===== src/rtl/vga_pkg.sv =====
// Shared types and constants for the VGA object path.
package vga_pkg;

  typedef logic [7:0] rgb_t;

  localparam rgb_t        TRANSPARENT_RGB = 8'hFF;
  localparam rgb_t        BLACK_RGB       = 8'h00;
  localparam int unsigned MAX_LAYERS      = 8;
  localparam int unsigned SEL_W           = 3;

  typedef enum logic [0:0] {
    StEmpty,
    StFull
  } report_state_e;

endpackage


===== src/rtl/objects_compositor_if.sv =====
// Pixel, frame and collision-report signals between the bitmap path and the compositor.
interface objects_compositor_if #(
  parameter int unsigned NUM_LAYERS = 4
);
  import vga_pkg::*;

  logic [NUM_LAYERS-1:0] drawReq;
  rgb_t [NUM_LAYERS-1:0] layerRGB;
  logic                  visible;
  logic                  startOfFrame;
  rgb_t                  RGBOut;
  logic [NUM_LAYERS-1:0] collPulse;
  logic [NUM_LAYERS-1:0] reportMask;
  logic                  reportValid;
  logic                  reportReady;
  logic                  reportOverrun;

  modport master (
    output drawReq, layerRGB, visible, startOfFrame, reportReady,
    input  RGBOut, collPulse, reportMask, reportValid, reportOverrun
  );

  modport slave (
    input  drawReq, layerRGB, visible, startOfFrame, reportReady,
    output RGBOut, collPulse, reportMask, reportValid, reportOverrun
  );

endinterface


===== src/rtl/layer_priority_encoder.sv =====
// Picks the highest-priority (lowest index) drawing layer and flags overlaps.
module layer_priority_encoder
  import vga_pkg::*;
#(
  parameter int unsigned NUM_LAYERS = 4
) (
  input  logic [NUM_LAYERS-1:0] drawReq,
  output logic [SEL_W-1:0]      sel,
  output logic                  any,
  output logic                  overlap
);

  always_comb begin
    sel = '0;
    for (int i = NUM_LAYERS - 1; i >= 0; i--) begin
      if (drawReq[i]) sel = SEL_W'(i);
    end
  end

  assign any = |drawReq;
  // Clearing the lowest set bit leaves something only if two or more bits were set.
  assign overlap = |(drawReq & (drawReq - {{(NUM_LAYERS-1){1'b0}}, 1'b1}));

endmodule


===== src/rtl/objects_compositor.sv =====
// Per-pixel priority compositor with per-frame collision tracking and a
// valid/ready frame collision report.
module objects_compositor
  import vga_pkg::*;
#(
  parameter int unsigned NUM_LAYERS = 4,
  parameter rgb_t        BG_RGB     = 8'h00
) (
  input logic                  clk,
  input logic                  reset,
  objects_compositor_if.slave  bus
);

  logic [SEL_W-1:0]      sel;
  logic                  any;
  logic                  overlap;
  logic [NUM_LAYERS-1:0] hit;
  logic [NUM_LAYERS-1:0] fmask_d, fmask_q;
  logic [NUM_LAYERS-1:0] pulse_d, pulse_q;
  logic [NUM_LAYERS-1:0] mask_q;
  logic                  valid_q;
  logic                  ovr_q;
  rgb_t                  rgb_d, rgb_q;
  report_state_e         state_q;

  layer_priority_encoder #(
    .NUM_LAYERS (NUM_LAYERS)
  ) u_enc (
    .drawReq (bus.drawReq),
    .sel     (sel),
    .any     (any),
    .overlap (overlap)
  );

  always_comb begin
    rgb_d = BG_RGB;
    if (!bus.visible) begin
      rgb_d = BLACK_RGB;
    end else if (any) begin
      for (int i = 0; i < NUM_LAYERS; i++) begin
        if (sel == SEL_W'(i)) rgb_d = bus.layerRGB[i];
      end
    end
  end

  // On a frame start the old mask is dropped, so this cycle's hits always pulse.
  always_comb begin
    hit     = (overlap && bus.visible) ? bus.drawReq : '0;
    pulse_d = hit & (~fmask_q | {NUM_LAYERS{bus.startOfFrame}});
    fmask_d = bus.startOfFrame ? hit : (fmask_q | hit);
  end

  always_ff @(posedge clk) begin
    if (reset) begin
      rgb_q   <= BLACK_RGB;
      pulse_q <= '0;
      fmask_q <= '0;
    end else begin
      rgb_q   <= rgb_d;
      pulse_q <= pulse_d;
      fmask_q <= fmask_d;
    end
  end

  always_ff @(posedge clk) begin
    if (reset) begin
      state_q <= StEmpty;
      mask_q  <= '0;
      valid_q <= 1'b0;
      ovr_q   <= 1'b0;
    end else begin
      unique case (state_q)
        StEmpty: begin
          if (bus.startOfFrame) begin
            state_q <= StFull;
            mask_q  <= fmask_q;
            valid_q <= 1'b1;
          end
        end
        StFull: begin
          if (bus.startOfFrame) begin
            // A same-cycle transfer frees the slot, so the new snapshot replaces it.
            if (bus.reportReady) begin
              mask_q <= fmask_q;
            end else begin
              mask_q <= mask_q | fmask_q;
              ovr_q  <= 1'b1;
            end
          end else if (bus.reportReady) begin
            state_q <= StEmpty;
            valid_q <= 1'b0;
          end
        end
        default: state_q <= StEmpty;
      endcase
    end
  end

  assign bus.RGBOut        = rgb_q;
  assign bus.collPulse     = pulse_q;
  assign bus.reportMask    = mask_q;
  assign bus.reportValid   = valid_q;
  assign bus.reportOverrun = ovr_q;

endmodule

===== src/flat_wrapper.sv =====
// flat-port wrapper written by rule: the top's interface ports become plain ports
module objects_compositor_flat import vga_pkg::*;
#(
  parameter int unsigned NUM_LAYERS = 4,
  parameter rgb_t        BG_RGB     = 8'h00
)
  (clk, reset, bus_drawReq, bus_layerRGB, bus_visible, bus_startOfFrame, bus_reportReady, bus_RGBOut, bus_collPulse, bus_reportMask, bus_reportValid, bus_reportOverrun);
  objects_compositor_if #(.NUM_LAYERS(NUM_LAYERS)) bus_i ();
  input logic clk;
  input logic reset;
  input wire logic [$bits(bus_i.drawReq)-1:0] bus_drawReq;
  input wire logic [$bits(bus_i.layerRGB)-1:0] bus_layerRGB;
  input wire logic [$bits(bus_i.visible)-1:0] bus_visible;
  input wire logic [$bits(bus_i.startOfFrame)-1:0] bus_startOfFrame;
  input wire logic [$bits(bus_i.reportReady)-1:0] bus_reportReady;
  output wire logic [$bits(bus_i.RGBOut)-1:0] bus_RGBOut;
  output wire logic [$bits(bus_i.collPulse)-1:0] bus_collPulse;
  output wire logic [$bits(bus_i.reportMask)-1:0] bus_reportMask;
  output wire logic [$bits(bus_i.reportValid)-1:0] bus_reportValid;
  output wire logic [$bits(bus_i.reportOverrun)-1:0] bus_reportOverrun;
  assign bus_i.drawReq = bus_drawReq;
  assign bus_i.layerRGB = bus_layerRGB;
  assign bus_i.visible = bus_visible;
  assign bus_i.startOfFrame = bus_startOfFrame;
  assign bus_i.reportReady = bus_reportReady;
  assign bus_RGBOut = bus_i.RGBOut;
  assign bus_collPulse = bus_i.collPulse;
  assign bus_reportMask = bus_i.reportMask;
  assign bus_reportValid = bus_i.reportValid;
  assign bus_reportOverrun = bus_i.reportOverrun;
  objects_compositor #(.NUM_LAYERS(NUM_LAYERS), .BG_RGB(BG_RGB)) u_core (.clk(clk), .reset(reset), .bus(bus_i));
endmodule

===== config.mk =====
export PLATFORM = sky130hd
export DESIGN_NAME = objects_compositor_flat
export DESIGN_NICKNAME = d
export VERILOG_FILES = /design/src/rtl/vga_pkg.sv /design/src/rtl/objects_compositor_if.sv /design/src/rtl/layer_priority_encoder.sv /design/src/rtl/objects_compositor.sv /design/src/flat_wrapper.sv
export SDC_FILE = /design/constraint.sdc
export NUM_CORES = 1
export LEC_CHECK = 0
export CORE_ASPECT_RATIO = 0.8
export CORE_MARGIN = 4
export CORE_UTILIZATION = 30
export CTS_BUF_LIST = sky130_fd_sc_hd__clkbuf_8 sky130_fd_sc_hd__clkbuf_16
export CTS_CLUSTER_DIAMETER = 100
export DETAILED_ROUTE_END_ITERATION = 12
export PLACE_DENSITY_LB_ADDON = 0.05
export SYNTH_ARGS = -nofsm -noshare
export SYNTH_HDL_FRONTEND = slang
export SYNTH_HIERARCHICAL = 1
export SYNTH_SLANG_ARGS = --single-unit
export TNS_END_PERCENT = 1

===== constraint.sdc =====
create_clock -name clk -period 2 [get_ports clk]
set_input_delay 0.5 -clock clk [delete_from_list [all_inputs] [get_ports clk]]
set_output_delay 0.5 -clock clk [all_outputs]
set_load 0.05 [all_outputs]

Word-level counts from Yosys, hierarchy flattened
Cells that the tools add are included.
- $add $sub $neg: 1
- equality and inequality tests: 7
- muxes and demuxes: 22
- bitwise logic cells: 10
- reduce and logical (&&, ||, !) cells: 8
- operators with widths (cell ; number):
    $mux 8 ; 4
    $mux 4 ; 5
    $or 4x4->4 ; 3
    $mux 3 ; 3
    $and 4x4->4 ; 2
    $ne 2x2->1 const B ; 4
    $pmux 4 s2 ; 1
    $reduce_or 4->1 ; 2
    $eq 3x2->1 const B ; 2
    $mux 1 ; 6
    $reduce_and 3->1 ; 2
    $not 1->1 ; 4
    $not 4->4 ; 1
    $pmux 1 s2 ; 2
    $sub 4x1->4 const B ; 1
    $eq 3x1->1 const B ; 1
    $logic_not 3->1 ; 1
    $reduce_or 3->1 ; 1
    $mux 2 ; 1
    $reduce_and 2->1 ; 1
    $logic_and 1x1->1 ; 1
- flip-flop bits (word level): 23
- input port bits: 41
- output and inout bits: 18
- word-level logic and storage cells: 55

Longest topological paths before layout
Gate-level depths: netlist of the first run.
- word-level depth: 9
- mapped depth: 7

Modules after synthesis
Netlist of the first run, hierarchy kept.
- modules (own cells, without submodules) (module ; times used ; cells each ; area an instance (um2) ; seq. area each (um2)):
    objects_compositor ; 1 ; 103 ; 950.9 ; 460.4
    layer_priority_encoder ; 1 ; 12 ; 58.8 ; 0.0

Worst setup path before layout of the first run
OpenSTA, ideal clock, no wires.
- path type: input -> register
- start point: input port bus_drawReq[0]
- end point: register u_core.rgb_q[0], in the netlist u_core/bus.RGBOut[0]
- arrival time: 1.502 ns
- data required time: 1.881 ns
- setup slack: 0.379 ns
- stages: 5
- cell sequence: nor3_1 > buf_6 > nand3b_4 > o221ai_1 > nor2_1
- word-level cells in the longest chain between the ends: 6
- ends and longest elaborated chain (item ; line ; RTL):
    start, declared ; flat_wrapper.sv:11 ; input wire logic [$bits(bus_i.drawReq)-1:0] bus_drawReq;
    $mux 3 ; layer_priority_encoder.sv:16 ; if (drawReq[i]) sel = SEL_W'(i);
    $logic_not 3->1 ; objects_compositor.sv:41 ; if (sel == SEL_W'(i)) rgb_d = bus.layerRGB[i];
    $mux 8 (4 in a row) ; objects_compositor.sv:41 ;
    end signal, assigned ; objects_compositor.sv:59 ; rgb_q <= rgb_d;
    end, declared ; objects_compositor.sv:23 ; rgb_t rgb_d, rgb_q;
Parallel ways exist; a longest one is shown, timed or not.
A chain may end at the register's enable or synchronous reset.

Final worst setup path of the first run
- start point: register u_core.valid_q, in the netlist u_core/bus.reportValid
- end point: output port bus_reportValid
- RTL lines (item ; line ; RTL):
    start, declared ; objects_compositor.sv:21 ; logic valid_q;
    start signal, assigned ; objects_compositor.sv:69 ; valid_q <= 1'b0;
    start signal, assigned ; objects_compositor.sv:77 ; valid_q <= 1'b1;
    start signal, assigned ; objects_compositor.sv:91 ; valid_q <= 1'b0;
    end, declared ; flat_wrapper.sv:19 ; output wire logic [$bits(bus_i.reportValid)-1:0] bus_reportValid;
No word-level cell between the ends.

==> results of run 1 <==
[kinds of logic after synthesis]
group | after synthesis
and+or+nand+nor | 47
AOI/OAI and AO/OA | 34
DFF | 23
buffers and inverters | 10
other | 1
[placed cells by master (no fill, tap or decap), types with 7 or more instances in the layout]
cell type         n
clkdlybuf4s50_1  52
dfxtp_1          23
buf_4            18
nor2_1           14
a21oi_1          12
nand2_1          11
a211oi_1          9
o221ai_1          8
and2b_1           7
[worst max-delay path by stage]
| stage | startpoint | endpoint | cells past startpoint |
|---|---|---|---|
| floorplan | bus_drawReq[0] | u_core/bus.RGBOut[0] | 5 |
| global placement | bus_drawReq[0] | u_core/bus.RGBOut[6] | 6 |
| detailed placement | bus_drawReq[0] | u_core/bus.RGBOut[3] | 6 |
| CTS | u_core/bus.reportValid | bus_reportValid | 1 |
| global route | u_core/bus.reportValid | bus_reportValid | 1 |
| finish | u_core/bus.reportValid | bus_reportValid | 1 |
[layer usage]
layer / track usage, % / up-vias / wire, um
li1: - / 544 / -
met1: 17.5 / 452 / 1250
met5: 0 / - / 0
met4: 3.16 / 0 / 27
met3: 3.87 / 2 / 217
met2: 22.9 / 35 / 1320
[cell type report]
cell class | count | share of cell area (%)
well taps | 40 | 2.92
repair buffers | 70 | 38.2
inverters | 3 | 0.656
clock inverters | 1 | 0.292
clock buffers | 3 | 2.41
multi-input cells | 82 | 28.7
flip-flops and latches | 23 | 26.8
[power by group through the flow]
| stage | Sequential [mW] | Clock, mW | Combinational (mW) |
|---|---|---|---|
| floorplan | 0.541 | 0 | 0.0762 |
| global placement | 0.494 | 0 | 0.256 |
| CTS | 0.484 | 0.291 | 0.260 |
| finish | 0.484 | 0.276 | 0.259 |
| global route | 0.487 | 0.302 | 0.281 |
| detailed placement | 0.495 | 0 | 0.259 |
[state kept, by name (all words and copies together), names as in the netlist]
signal / cells
u_core/bus.reportMask: 4
u_core/state_q: 1
u_core/bus.reportValid: 1
u_core/fmask_q: 4
u_core/bus.reportOverrun: 1
u_core/bus.RGBOut: 8
u_core/bus.collPulse: 4
[worst min-delay path: cells and delay by family, from the launching register on]
family | cells | cell delay, ns
and+or+nand+nor | 1 | 0.06
DFF | 1 | 0.32
AOI/OAI and AO/OA | 1 | 0.05
[timing repair]
action | CTS | global route
resized for setup | 0 | 1
setup endpoints to repair | 0 | 2
buffers inserted | 0 | 0
hold endpoints to repair | 0 | 0
[synth_stat cells, types with 3 or more instances]
master | number | area [um2]
inv_1 | 3 | 11.3
dfxtp_1 | 23 | 460
a21oi_1 | 12 | 60.1
nor2_1 | 14 | 52.6
and3_1 | 4 | 25.0
nand3_1 | 4 | 20.0
and2b_1 | 7 | 52.6
nand2_1 | 11 | 41.3
a211oi_1 | 9 | 67.6
o21ai_0 | 4 | 20.0
buf_4 | 3 | 22.5
o221ai_1 | 8 | 70.1
[through the flow]
stage          util (%)  cells  cell area, um2
2_1_floorplan         -    115            1010
3_5_place_dp       52.9    218            1670
6_report           54.4    222            1720
5_1_grt            54.4    222            1720
4_1_cts            54.3    222            1710
3_3_place_gp       52.9    218            1670
==> flow_summary.yaml, run 1 <==
cts:
  path_clk_slew_ns: 0.08
  cts_root_buf: "clkbuf_8"
  cts_tree: "done"
  clk_latency_ns: 0.26
  postCtsHoldBufs: 0
  cts_buffers: 3
  clockBufferDepth: 2
  h-tree-depth: 1
  cts.sinks: 23
synth:
  seq_area_frac_synth_pct: 45.6
  yosys.cell_types.count: 22
  synth.area.mux_share_pct: 0
  postSynthAreaPerCell_um2: 8.78
  synth_xor_area_share_pct: 0
  synthAdderAreaFrac_pct: 0
  syn_area_um2: 1010
  async_flop_share_pct: 0
  synth_edf_count: 0
  ys_ff_latch: 23
  syn_inst: 115
  synth.yosys.warnings: 6
  synthSimpleGateAreaFrac_pct: 25.2
  synth_fp_nets: 156
  synth-main-ff-cell: "dfxtp_1"
  synth_compound_area_share_pct: 22.4
  synth_top_family_by_area: "simple AND/OR/NAND/NOR gates"
detailed_routing:
  wirelength_mm: 2.81
  drc: 0
  wl_per_cell_um: 12.7
  ant_nets: 0
  dr.pass1.iters: 4
  drt_iter0_drc: 56
  route.vias.total: 1033
  detail_route.vias_per_cell: 4.65
hold_path:
  hold_end: "u_core/bus.reportMask[0]"
  worstHoldStart: "u_core/fmask_q[0]"
  hold_class: "reg -> reg"
  hold_path_depth: 2
sta:
  finClkSkew_ns: 0.00239
  clock.fmax_ghz: 0.527
  worstMarginPinSlew_ns: 0.498
  finalWorstSetupSlack_ns: 0.103
  fin_crit_ns: 1.90
  finalHoldViolCount: 0
  setup_violations: 0
  final.period_utilization_pct: 94.8
  holdWs_ns: 0.468
  drv_slew: 0
  rsz0062_at_grt: "no"
  fin_tns_setup_ns: 0
  relSlewSlack_pct: 66.7
placement:
  post-place-ws_ns: -0.115
  gp_congestion: 0.813
  io_buffers: 58
  hpwlAfterDp_mm: 2.31
grt:
  antenna_found_initial: 0
  grt_pass1_wl_mm: 4.69
  overflow: 0
  track_usage_pct: 13.7
  grt_pass1_vias: 1037
  grt_max_degree: 15
setup_path:
  cp.arrival_ns: 1.40
  end_kind: "output port"
  path_cells: "clkdlybuf4s50_1"
  slowest_delay_ns: 0.80
  worst-path-buf-inv: 1
  crit_fanout: 2
  critical_path_class: "reg -> out"
  timing.rr.end: "u_core/bus.reportMask[1]"
  start_kind: "register"
  reg2reg_from: "u_core/state_q"
  worst_path_max_delay_cell: "clkdlybuf4s50_1"
  crit_required_ns: 1.50
  cp_top_family: "buffers and inverters"
  r2r_slack_ns: 1.00
  r2r_cells: 3
floorplan:
  die_h_um: 59.9
  rows: 18
  die_w_um: 72.9
  core_um2: 3150
  io_pins: 59
  die-area_um2: 4360
  initial_core_util_pct: 32.0
outcome:
  status: "completed"
power_and_ir_drop:
  power_density_nw_per_um2: 594
  switching_share_pct: 26.2
  intPower_uw: 752
  ir_worst_vdd_uv: 340
  p_switching_uw: 267
  leakagePower_nw: 0.689
  combinationalPowerShare_pct: 25.4
  pwr-share-clk_pct: 27.1
  power_mw: 1.02
  p_seq_share_pct: 47.5
finish:
  antenna_cells: 0
  fin_nets: 224
  drive_gt1_share_pct: 13.7
  area_growth_pct: 69.9
  ff_latch_area_um2: 460
  multi_input_area_um2: 492
  fillers: 302
flow_run:
  cap_viol_max_count: 0
Note: power is estimated with default switching activity, not from simulation.
==> inputs of run 2 (changes only) <==
Settings changed: MAX_ROUTING_LAYER set to met4, SLEW_MARGIN set to 20.
==> flow_summary.yaml, run 2 (synthesis results as in run 1) <==
cts:
  clk_latency_ns: 0.26
  clockBufferDepth: 2
  cts_buffers: 3
  cts_setup_buffers: 0
  cts_tree: "done"
  path_clk_slew_ns: 0.08
  postCtsHoldBufs: 0
  cts.sinks: 23
  h-tree-depth: 1
  cts_root_buf: "clkbuf_8"
finish:
  fin_nets: 224
  ff_latch_area_um2: 460
  mostFrequentLayoutCell: "clkdlybuf4s50_1"
  largest_reg_flops: 8
  final_cell_mix: "52 x clkdlybuf4s50_1, 23 x dfxtp_1, 18 x buf_4"
  multi_input_area_um2: 492
  area_growth_pct: 69.9
  drive_gt1_share_pct: 13.7
  finalCoreUtilization_pct: 54.4
  fillers: 302
  antenna_cells: 0
  layout.cells.non_filler: 222
sta:
  worstMarginPinSlew_ns: 0.498
  fin_tns_setup_ns: 0
  fin_crit_ns: 1.90
  finalWorstSetupSlack_ns: 0.103
  finClkSkew_ns: 0.00241
  drv_slew: 0
  rsz0062_at_grt: "no"
  finalHoldViolCount: 0
  relSlewSlack_pct: 66.7
  clock.fmax_ghz: 0.527
  setup_violations: 0
  final.period_utilization_pct: 94.8
setup_path:
  worst-path-buf-inv: 1
  critical_path_class: "reg -> out"
  start_kind: "register"
  crit_required_ns: 1.50
  r2r_slack_ns: 1.00
  slowest_delay_ns: 0.80
  cp_num_cells: 1
  worst_path_max_delay_cell: "clkdlybuf4s50_1"
  end_kind: "output port"
  timing.rr.end: "u_core/bus.reportMask[1]"
  cp_top_family: "buffers and inverters"
  cp.arrival_ns: 1.40
  crit_start: "u_core/bus.reportValid"
  crit_fanout: 2
  path_cells: "clkdlybuf4s50_1"
  reg2reg_from: "u_core/state_q"
  r2r_cells: 3
  crit_path_end: "bus_reportValid"
placement:
  gp_congestion: 0.825
  post-place-ws_ns: -0.115
  hpwlAfterDp_mm: 2.31
  io_buffers: 58
  dpl.cell_count: 218
detailed_routing:
  detail_route.vias_per_cell: 4.65
  wl_per_cell_um: 12.7
  ant_nets: 0
  dr.pass1.iters: 4
  drc: 0
  wirelength_mm: 2.81
  route.vias.total: 1033
  drt_iter0_drc: 56
power_and_ir_drop:
  ir_worst_vdd_uv: 340
  power_mw: 1.02
  power_density_nw_per_um2: 594
  leakagePower_nw: 0.689
floorplan:
  rows: 18
  initial_core_util_pct: 32.0
  io_pins: 59
  core_um2: 3150
  die-area_um2: 4360
  die_w_um: 72.9
  die_h_um: 59.9
hold_path:
  hold_class: "reg -> reg"
grt:
  grt_pass1_wl_mm: 4.68
  track_usage_pct: 14.1
  overflow: 0
  antenna_found_initial: 0
  grt_max_degree: 15
  grt_pass1_vias: 1038
flow_run:
  cap_viol_max_count: 0
outcome:
  status: "completed"
[run 2: power breakdown]
part | switching [mW] | leakage (nW) | internal (mW)
registers | 0.00753 | 0.188 | 0.477
logic | 0.121 | 0.475 | 0.137
clock network | 0.138 | 0.0255 | 0.139
[run 2: stage by stage]
| stage | cell area, um2 | hold WS, ns |
|---|---|---|
| after floorplan | 1010 | 0.436 |
| after global placement | 1670 | 0.449 |
| after detailed placement | 1670 | 0.455 |
| after CTS | 1710 | 0.468 |
| after global routing | 1720 | 0.493 |
| final | 1720 | 0.468 |
[run 2: layout make-up]
class / instances / area share [%]
clock inverter: 1 / 0.292
tap: 40 / 2.92
multi-input combinational: 82 / 28.7
timing repair buffer: 70 / 38.2
inverter: 3 / 0.656
sequential: 23 / 26.8
clock buffer: 3 / 2.41
[run 2: per-layer routing]
| layer | vias to the layer above | share of wire (%) | GRT usage, % | routed length, um |
|---|---|---|---|---|
| li1 | 544 | - | - | - |
| met1 | 452 | 44 | 17.6 | 1250 |
| met2 | 35 | 47 | 22.9 | 1320 |
| met3 | 2 | 7.5 | 3.70 | 210 |
| met4 | 0 | 0.96 | 3.16 | 27 |
| met5 | - | 0 | - | 0 |
[run 2: how the worst min path moves through the flow]
| stage | from | to | slack (ns) | depth (start not counted) |
|---|---|---|---|---|
| 2_1_floorplan | u_core/state_q | u_core/bus.reportValid | 0.44 | 1 |
| 5_1_grt | u_core/fmask_q[2] | u_core/bus.reportMask[2] | 0.49 | 2 |
| 4_1_cts | u_core/fmask_q[0] | u_core/bus.reportMask[0] | 0.47 | 2 |
| 6_report | u_core/fmask_q[0] | u_core/bus.reportMask[0] | 0.47 | 2 |
| 3_5_place_dp | u_core/fmask_q[0] | u_core/bus.reportMask[0] | 0.45 | 2 |
| 3_3_place_gp | u_core/fmask_q[0] | u_core/bus.reportMask[0] | 0.45 | 2 |
[run 2: worst register-to-register path: stages, from the launching register on]
cell     delay (ns)
dfxtp_1        0.35
nor2b_1        0.32
o21ai_0        0.13
a21oi_1        0.13
[run 2: repair_timing]
action | in CTS | in global routing
gates resized for setup | 0 | 1
hold endpoints to repair | 0 | 0
setup endpoints to repair | 0 | 2
==> inputs of run 3 (changes only) <==
Settings changed: ABC_AREA set to 1.
==> flow_summary.yaml, run 3 <==
outcome:
  status: "completed"
sta:
  rsz0062_at_grt: "no"
  drv_slew: 0
  setup_violations: 0
  relSlewSlack_pct: 66.2
  final.period_utilization_pct: 94.8
  finalHoldViolCount: 0
  fin_tns_setup_ns: 0
  fin_crit_ns: 1.90
  holdWs_ns: 0.463
  clock.fmax_ghz: 0.527
  worstMarginPinSlew_ns: 0.505
  finClkSkew_ns: 0.00358
grt:
  overflow: 0
  grt_pass1_wl_mm: 4.85
  antenna_found_initial: 0
  grt_pass1_vias: 1073
  grt_max_degree: 17
  track_usage_pct: 14.1
cts:
  h-tree-depth: 1
  path_clk_slew_ns: 0.08
  cts_setup_buffers: 0
  postCtsHoldBufs: 0
  clk_latency_ns: 0.26
  cts_tree: "done"
  clockBufferDepth: 2
  cts_root_buf: "clkbuf_8"
  cts_buffers: 3
  cts_resized: 0
  cts.sinks: 23
setup_path:
  path_cells: "clkdlybuf4s50_1"
  worst-path-buf-inv: 1
  slowest_delay_ns: 0.80
  timing.rr.end: "u_core/bus.reportMask[2]"
  crit_path_end: "bus_reportOverrun"
  cp.arrival_ns: 1.40
  worst_path_max_delay_cell: "clkdlybuf4s50_1"
  crit_required_ns: 1.50
  r2r_slack_ns: 1.17
  reg2reg_from: "u_core/state_q"
  end_kind: "output port"
  crit_start: "u_core/bus.reportOverrun"
  critical_path_class: "reg -> out"
  start_kind: "register"
  crit_fanout: 2
  r2r_cells: 4
  cp_num_cells: 1
  cp_top_family: "buffers and inverters"
detailed_routing:
  route.met2.wl_mm: 1.21
  drc: 0
  wl_met3_um: 230
  dr.pass1.iters: 5
  route.vias.total: 1204
  drt_iter0_drc: 89
  wirelength_mm: 3.01
  wl_per_cell_um: 11.4
  m1WireLength_mm: 1.54
  ant_nets: 0
  top_layer_used: "met4"
  detail_route.vias_per_cell: 4.56
floorplan:
  core_um2: 3470
  initial_core_util_pct: 31.4
  die_w_um: 75.3
  io_pins: 59
  rows: 19
  die-area_um2: 4660
  die_h_um: 61.9
placement:
  io_buffers: 58
  dpl_cell_area_um2: 1730
  hpwlAfterDp_mm: 2.49
  gp_congestion: 0.851
finish:
  final_cell_mix: "53 x clkdlybuf4s50_1, 45 x nand2_1, 23 x dfxtp_1"
  fillers: 328
  antenna_cells: 0
  mostFrequentLayoutCell: "clkdlybuf4s50_1"
  largest_reg_flops: 8
  fin_area_um2: 1780
  finalCoreUtilization_pct: 51.3
  drive_gt1_share_pct: 10.4
  area_growth_pct: 63.4
  fin_nets: 264
synth:
  synth_edf_count: 0
  synth-main-ff-cell: "dfxtp_1"
  postSynthAreaPerCell_um2: 6.89
  seq_area_frac_synth_pct: 42.3
  yosysMostFrequentCell: "nand2_1"
  ys_ff_latch: 23
  syn_inst: 158
  synth_common_cells: "45 x nand2_1, 23 x dfxtp_1, 21 x nor2_1, 18 x nand3_1, 10 x a21oi_1"
  synth_area_leaders: "dfxtp_1 42%, nand2_1 16%, nand3_1 8.3%"
  syn_area_um2: 1090
  async_flop_share_pct: 0
  synth_fp_nets: 199
  synth_top_cell_area_share_pct: 42.3
  yosys.cell_types.count: 20
  yosysTopAreaCell: "dfxtp_1"
  synth.yosys.warnings: 6
power_and_ir_drop:
  power_density_nw_per_um2: 583
  leakagePower_nw: 0.779
  power_mw: 1.04
  ir_worst_vdd_uv: 237
flow_run:
  cap_viol_max_count: 0
hold_path:
  hold_class: "reg -> reg"
[run 3: logic make-up (layout without fill, tap and decap cells)]
family / Yosys count / in the layout / synth area share, %
other: 1 / 1 / 0.344
AO/OA/AOI/OAI: 20 / 20 / 9.89
buffers and inverters: 15 / 79 / 6.44
flip-flops: 23 / 23 / 42.3
AND/OR/NAND/NOR: 99 / 99 / 41.0
[run 3: how the worst min path moves through the flow]
stage	start	to	slack (ns)	cells past startpoint
after global routing	u_core/bus.reportMask[0]	u_core/bus.reportMask[0]	0.48	2
after CTS	u_core/bus.reportMask[1]	u_core/bus.reportMask[1]	0.47	2
final	u_core/bus.reportMask[1]	u_core/bus.reportMask[1]	0.46	2
after floorplan	u_core/fmask_q[0]	u_core/bus.reportMask[0]	0.44	2
after global placement	u_core/bus.reportOverrun	u_core/bus.reportOverrun	0.45	1
after detailed placement	u_core/bus.reportMask[1]	u_core/bus.reportMask[1]	0.46	2
[run 3: final cells by class]
type,count,area (um2),share of cell area [%]
well taps,42,52.6,2.95
repair buffers,66,628,35.3
clock buffers,3,41.3,2.32
flip-flops and latches,23,460,25.9
multi-input cells,120,558,31.4
clock inverters,1,5.00,0.281
inverters,9,33.8,1.90
[run 3: through the flow]
stage | setup WS, ns | cells
2_1_floorplan | 0.556 | 158
3_3_place_gp | -0.0319 | 260
3_5_place_dp | -0.0705 | 260
4_1_cts | 0.0892 | 264
5_1_grt | 0.0379 | 264
6_report | 0.103 | 264
[run 3: power breakdown]
group	internal (mW)	leakage, nW	switching (mW)	total (mW)
sequential	0.477	0.188	0.00810	0.485
clock	0.139	0.0255	0.139	0.278
combinational	0.132	0.566	0.143	0.275
total	0.747	0.779	0.291	1.04
[run 3: routing by layer]
| layer | track usage [%] | vias to the layer above |
|---|---|---|
| li1 | - | 644 |
| met4 | 3.74 | 0 |
| met5 | - | - |
| met2 | 18.2 | 48 |
| met1 | 21.6 | 510 |
| met3 | 3.05 | 2 |
